**src/rtl/duty_cycle_meter.sv**
```systemverilog
// Multi-channel duty-cycle meter: counts clock-sampled high cycles per channel
// over a 2^WIDTH-1 cycle window, in continuous or single-shot mode.
module duty_cycle_meter #(
    parameter int CHANNELS    = 4,
    parameter int WIDTH       = 8,
    parameter int SYNC_STAGES = 2
) (
    input  logic                      clk_i,
    input  logic                      reset_i,
    input  logic                      enable_i,
    input  logic                      single_shot_i,
    input  logic                      start_i,
    input  logic [CHANNELS-1:0]       ring_in_i,
    output logic [CHANNELS*WIDTH-1:0] value_o,
    output logic                      valid_o,
    output logic                      busy_o,
    output logic [CHANNELS-1:0]       stuck_hi_o,
    output logic [CHANNELS-1:0]       stuck_lo_o
);

    typedef enum logic {IDLE, MEASURE} state_t;

    localparam logic [WIDTH-1:0] WINDOW = {WIDTH{1'b1}};
    localparam logic [WIDTH-1:0] LAST   = WINDOW - WIDTH'(1);

    state_t                           state_q;
    logic [SYNC_STAGES-1:0][CHANNELS-1:0] sync_q;
    logic [WIDTH-1:0]                 win_q;
    logic [CHANNELS-1:0][WIDTH-1:0]   high_q;
    logic [CHANNELS-1:0][WIDTH-1:0]   sum_d;
    logic [CHANNELS*WIDTH-1:0]        value_q;
    logic                             valid_q;
    logic                             busy_q;
    logic [CHANNELS-1:0]              stuck_hi_q;
    logic [CHANNELS-1:0]              stuck_lo_q;
    logic [CHANNELS-1:0]              samp;

    assign samp = sync_q[SYNC_STAGES-1];

    always_ff @(posedge clk_i) begin
        if (reset_i) sync_q <= '0;
        else         sync_q <= {sync_q[SYNC_STAGES-2:0], ring_in_i};
    end

    // Count including the current sample; used both mid-window and at the end.
    always_comb begin
        sum_d = '0;
        for (int c = 0; c < CHANNELS; c++)
            sum_d[c] = high_q[c] + WIDTH'(samp[c]);
    end

    always_ff @(posedge clk_i) begin
        if (reset_i) begin
            state_q    <= IDLE;
            win_q      <= '0;
            high_q     <= '0;
            value_q    <= '0;
            valid_q    <= 1'b0;
            busy_q     <= 1'b0;
            stuck_hi_q <= '0;
            stuck_lo_q <= '0;
        end else begin
            valid_q <= 1'b0;
            case (state_q)
                IDLE: begin
                    if (enable_i && (!single_shot_i || start_i)) begin
                        state_q <= MEASURE;
                        busy_q  <= 1'b1;
                        win_q   <= '0;
                        high_q  <= '0;
                    end
                end
                MEASURE: begin
                    if (!enable_i) begin
                        state_q <= IDLE;
                        busy_q  <= 1'b0;
                        win_q   <= '0;
                        high_q  <= '0;
                    end else if (win_q == LAST) begin
                        for (int c = 0; c < CHANNELS; c++) begin
                            value_q[c*WIDTH +: WIDTH] <= sum_d[c];
                            stuck_hi_q[c]             <= (sum_d[c] == WINDOW);
                            stuck_lo_q[c]             <= (sum_d[c] == '0);
                        end
                        valid_q <= 1'b1;
                        win_q   <= '0;
                        high_q  <= '0;
                        if (single_shot_i) begin
                            state_q <= IDLE;
                            busy_q  <= 1'b0;
                        end
                    end else begin
                        win_q  <= win_q + WIDTH'(1);
                        high_q <= sum_d;
                    end
                end
                default: begin
                    state_q <= IDLE;
                    busy_q  <= 1'b0;
                end
            endcase
        end
    end

    assign value_o    = value_q;
    assign valid_o    = valid_q;
    assign busy_o     = busy_q;
    assign stuck_hi_o = stuck_hi_q;
    assign stuck_lo_o = stuck_lo_q;

endmodule

```
**config.mk**
```make
export PLATFORM = sky130hd
export DESIGN_NAME = duty_cycle_meter
export DESIGN_NICKNAME = d
export VERILOG_FILES = /design/src/rtl/duty_cycle_meter.sv
export SDC_FILE = /design/constraint.sdc
export NUM_CORES = 1
export LEC_CHECK = 0
export CAP_MARGIN = 20
export CORE_MARGIN = 10
export CORE_UTILIZATION = 25
export CTS_CLUSTER_SIZE = 40
export DETAILED_ROUTE_END_ITERATION = 8
export PLACE_DENSITY_LB_ADDON = 0.15
export SLEW_MARGIN = 10
export SYNTH_ARGS = -nofsm -noshare
export SYNTH_HDL_FRONTEND = slang
export SYNTH_SLANG_ARGS = --single-unit
```
**constraint.sdc**
```tcl
create_clock -name clk_i -period 2.57 [get_ports clk_i]
set_clock_uncertainty 0.05 [all_clocks]
set_input_delay 0.3855 -clock clk_i [delete_from_list [all_inputs] [get_ports clk_i]]
set_output_delay 0.3855 -clock clk_i [all_outputs]
set_load 0.005 [all_outputs]
```
Word-level counts from Yosys, hierarchy flattened
Index checks and enable logic that the tools add are counted.

Register bits after elaboration: 91. Bits of input ports: 9. Output and inout bits: 42. Logic and storage cells: 57.

Add/subtract/negate cells: 5. Eq/ne operators: 8. Muxes and demuxes: 19. Bitwise operators: 2. Reductions and logical operators: 10.

Operator list (number): 2-to-1 mux 32 bit (3); one-hot mux 32 bit (2 select lines) (1); equality test 8 bit (second input constant) (5); adder 8 x 1 -> 8 bit (4); logical NOT 8 bit (4); 2-to-1 mux 8 bit (3); one-hot mux 8 bit (2 select lines) (1); 2-to-1 mux 1 bit (9); adder 8 x 1 -> 8 bit (second input constant) (1); AND reduction 3 bit (2); one-hot mux 1 bit (2 select lines) (2); inequality test 3 x 2 -> 1 bit (second input constant) (1); inequality test 3 bit (second input constant) (1); OR reduction 3 bit (1); inequality test 2 bit (second input constant) (1); NOT 1 bit (2); logical AND 1 bit (1); logical NOT 1 bit (1); logical OR 1 bit (1).

Logic depth before layout (Yosys ltp)
Depth after elaboration: 5. Depth in mapped cells: 8. Gate-level depth less buffers: 7.

Worst setup path before layout
No wires, ideal clock.

Kind: register to register. Start: register high_q[24] (netlist bit). End: register stuck_hi_q[3], in the netlist stuck_hi_o[3]. Library setup time: 0.070 ns. Arrival: 1.880 ns. Data required time: 2.450 ns. Setup slack: 0.570 ns. Stages on the path, launching flop included: 8. Buffers on the path: 0. Period minus slack after synthesis: 2.000 ns. Cells stage by stage: dfxtp_1 ha_1 ha_1 and3_2 and3_4 xnor2_1 or4_1 a21oi_1.

Word-level cells in the longest chain between the ends: 2.

RTL lines: start: declaration (line 29) `logic [CHANNELS-1:0][WIDTH-1:0] high_q;`; start signal: assignment (line 94) `high_q <= sum_d;`; adder 8 x 1 -> 8 bit (line 49) `sum_d[c] = high_q[c] + WIDTH'(samp[c]);`; equality test 8 bit (line 82) `stuck_hi_q[c] <= (sum_d[c] == WINDOW);`; end signal: indexed assignment (line 82); end: declaration (line 34) `logic [CHANNELS-1:0] stuck_hi_q;`.

No other way between the ends. A chain may end at the register's enable or synchronous reset.

Worst setup path after layout
Start: register high_q[0] (netlist bit). End: register stuck_lo_q[0], in the netlist stuck_lo_o[0].

Word-level cells in the longest chain between the ends: 2.

RTL lines: adder 8 x 1 -> 8 bit (line 49); logical NOT 8 bit (line 83) `stuck_lo_q[c] <= (sum_d[c] == '0);`; end signal: indexed assignment (line 83); end: declaration (line 35) `logic [CHANNELS-1:0] stuck_lo_q;`.

No other way between the ends.

==> out/summary.txt <==
sequential share of power: 45.6%
drt via density: 4.73
largest net degree at the start of global routing: 56
Cell Area, Synth: 4440 µm²
Top FF cell, synth: dfxtp_1
Hold-fix buffers, CTS: 0
pins over their slew limit: 0
nets@finish: 579
Initial Utilization: 25.6%
Critical Path Sink Type: register
Sink Count: 91
Power Density: 570 nW/µm²
CTS Buf Count: 9
DR vias: 3735
core area: 17400 µm²
Critical Path Start: high_q[0]$_SDFFE_PP0P_
Final Cycle Share: 83.4%
Clk Latency, worst-skew pair: 0.35 ns
CP Max Fanout: 12
CTS max path bufs: 2
vias in the first global route: 3704
share of cells above drive strength 1: 8.69%
Tightest Pin Transition: 0.468 ns
CP Launch Type: register
reg2reg path depth: 6
fmax: 466 MHz
Post-synth top cells: 91 x dfxtp_1, 76 x nor2_1, 46 x nand2_1
Post-synth EDFFs: 0
fin util: 31.7%
mux share of post-synthesis cell area: 0.226%
I/O Buffers: 50
Yosys top cell area share: 41.1%
Cells after Synth: 530
io pins: 51
die height: 153 µm
Pre-Repair DR Iteration Count: 4
combinational share of power: 4.7%
Total Wirelength: 11700 µm
Min Clock Period, post-route: 2.14 ns
Synth cell types: 59
Synth Area in Simple Gates: 25.6%
Cell Rows: 48
WP data required: 2.77 ns
antenna viol nets, final: 0
leading post-synthesis cells by cell area: dfxtp_1 41%, nor2_1 6.4%, xnor2_1 5.1%, a21oi_1 4.3%, nand2_1 3.9%
Cell Int Power: 2.44 mW
max_slew headroom: 68.8%
CTS H-tree lvls: 3
asr flop ratio synth: 0%
Critical R2R Launch: high_q[0]$_SDFFE_PP0P_
Routed WL per cell: 14.8 µm
Clk pwr share: 49.7%
Hold Fails Final Rpt: 0
number of setup buffers added after CTS: 0
die area: 23500 µm²
max-cap viol count: 0
Sw Ratio: 22.4%
DRC errors left: 0
Die Wd: 153 µm
GRT Util Overall: 10.2%
GPL Wtd Cong: 0.800
critical setup path kind: register to register
synthesized flop and latch total: 91
Yosys Warn Count: 0
post-cts resize count: 0
first-pass GRT wire length: 19600 µm
Post-Syn Nets: 550
DP Wirelength: 8180 µm
clk slew on worst S/H paths: 0.07 ns
initial antenna violation count: 0
Switch Pwr: 0.702 mW
Leak: 1.85 nW
Post-Synth Adder-Cell Area: 3.10%
xor and xnor area share after synthesis: 8.27%
Clock Tree Root: clkbuf_16
worst path arrival time: 2.34 ns
largest family of logic cells by synthesized area: simple AND/OR/NAND/NOR gates
type of the most critical hold path: register to register
R2R Setup Slk: 0.43 ns
post-synth top area cell: dfxtp_1
syn avg cell area: 8.37 µm²
reg-to-reg critical path endpoint: stuck_lo_o[0]$_SDFFE_PP0P_
# setup viols final: 0
area delta synth->final: 24.1%
Max VDD drop: 0.365 mV
total grt overflow: 0
TritonCTS clock tree: done
sequential area share after synthesis: 41.1%
Post-Route Setup TNS: 0 ns
crit path to: stuck_lo_o[0]$_SDFFE_PP0P_
Antenna diodes: 0
outcome: finished, final reports clean
most numerous cell in the Yosys netlist: dfxtp_1
Synth Area in Compound Gates: 16.1%
Iteration-0 DRC Markers: 236
RSZ-0062 raised after global routing: no
## layer usage
metal	wire (µm)	vias up	global-route usage [%]
li1	-	1905	-
met1	5250	1753	11.9
met2	5600	66	16.9
met3	701	11	3.20
met4	164	0	4.00
met5	0	-	0
## registers in the layout, summed over array words and instances (netlist names)
register    count
busy_o          1
state_q         1
sync_q          4
valid_o         1
stuck_hi_o      4
win_q           8
high_q         32
stuck_lo_o      4
samp            4
value_o        32
## critical path, stage by stage, from the launching register on
cell and delay, ns:
dfxtp_1 0.36, ha_1 0.46, nand3_1 0.15, xor2_1 0.28, nand2_1 0.10, or4_4 0.42
o41ai_2 0.23
## logic make-up after synthesis
logic type,count (synthesis)
flops,91
fa+ha+maj,11
simple gates,222
mux,1
compound gates,109
xor+xnor,41
buf+inv,55
## metrics by stage
| step | worst slack (ns) | power, mW | cells | hold WS, ns | cell area, µm² |
|---|---|---|---|---|---|
| final | 0.426 | 3.14 | 789 | 0.385 | 5500 |
| after global routing | 0.186 | 3.26 | 789 | 0.408 | 5500 |
| after CTS | 0.407 | 3.19 | 789 | 0.387 | 5500 |
| after detailed placement | 0.341 | 1.61 | 773 | 0.370 | 5160 |
| after global placement | 0.344 | 1.61 | 773 | 0.370 | 5160 |
| after floorplan | 0.570 | 1.55 | 530 | 0.364 | 4440 |
## power groups by stage
stage                     Sequential, mW  Clock (mW)  Combinational, mW
after floorplan                     1.46           0             0.0850
after global placement              1.46           0              0.148
after detailed placement            1.46           0              0.150
after CTS                           1.43        1.61              0.151
after global routing                1.43        1.66              0.166
final                               1.43        1.56              0.147
## cell usage in the layout, fill, tap and decap left out, types with 3 or more instances in the layout
cell             synthesis  final
dfxtp_1                 91     91
nor2_1                  76     76
clkdlybuf4s50_1          0     49
nand2_1                 46     46
a21oi_1                 38     37
xnor2_1                 26     26
a211oi_1                20     20
nand4_1                 15     15
xor2_1                  14     14
o21ai_0                 13     13
nand3_1                 11     11
nor3_1                  12     11
ha_1                    11     11
buf_4                    1     10
inv_1                    9      9
clkbuf_16                0      9
nand2b_1                 8      8
nor2b_1                  8      8
or3_1                    6      6
a22oi_1                  6      6
a21o_1                   5      5
nor4_1                   5      5
and3_1                   5      5
a31oi_1                  4      4
nor3b_1                  4      4
buf_12                   0      4
nand3_2                  3      3
and2_1                   3      3
o22ai_1                  3      3
a311oi_1                 3      3
bufinv_16                0      3
## cell type report
type                            count  area [µm²]
Clock buffer                        9         225
Clock inverter                      7         121
Fill cell                        1793       11900
Inverter                            9        33.8
Multi-Input combinational cell    384        2370
Sequential cell                    91        1820
Tap cell                          225         282
Timing Repair Buffer               64         651
## how the worst min path moves through the flow
stage,slack (ns),cells after the start,to,from
after floorplan,0.36,1,samp[0]$_SDFF_PP0_,sync_q[0]$_SDFF_PP0_
after global placement,0.37,1,samp[1]$_SDFF_PP0_,sync_q[1]$_SDFF_PP0_
after detailed placement,0.37,1,samp[2]$_SDFF_PP0_,sync_q[2]$_SDFF_PP0_
after CTS,0.39,1,samp[2]$_SDFF_PP0_,sync_q[2]$_SDFF_PP0_
after global routing,0.41,1,samp[2]$_SDFF_PP0_,sync_q[2]$_SDFF_PP0_
final,0.38,1,samp[2]$_SDFF_PP0_,sync_q[2]$_SDFF_PP0_
(Power assumes the default switching activity.)
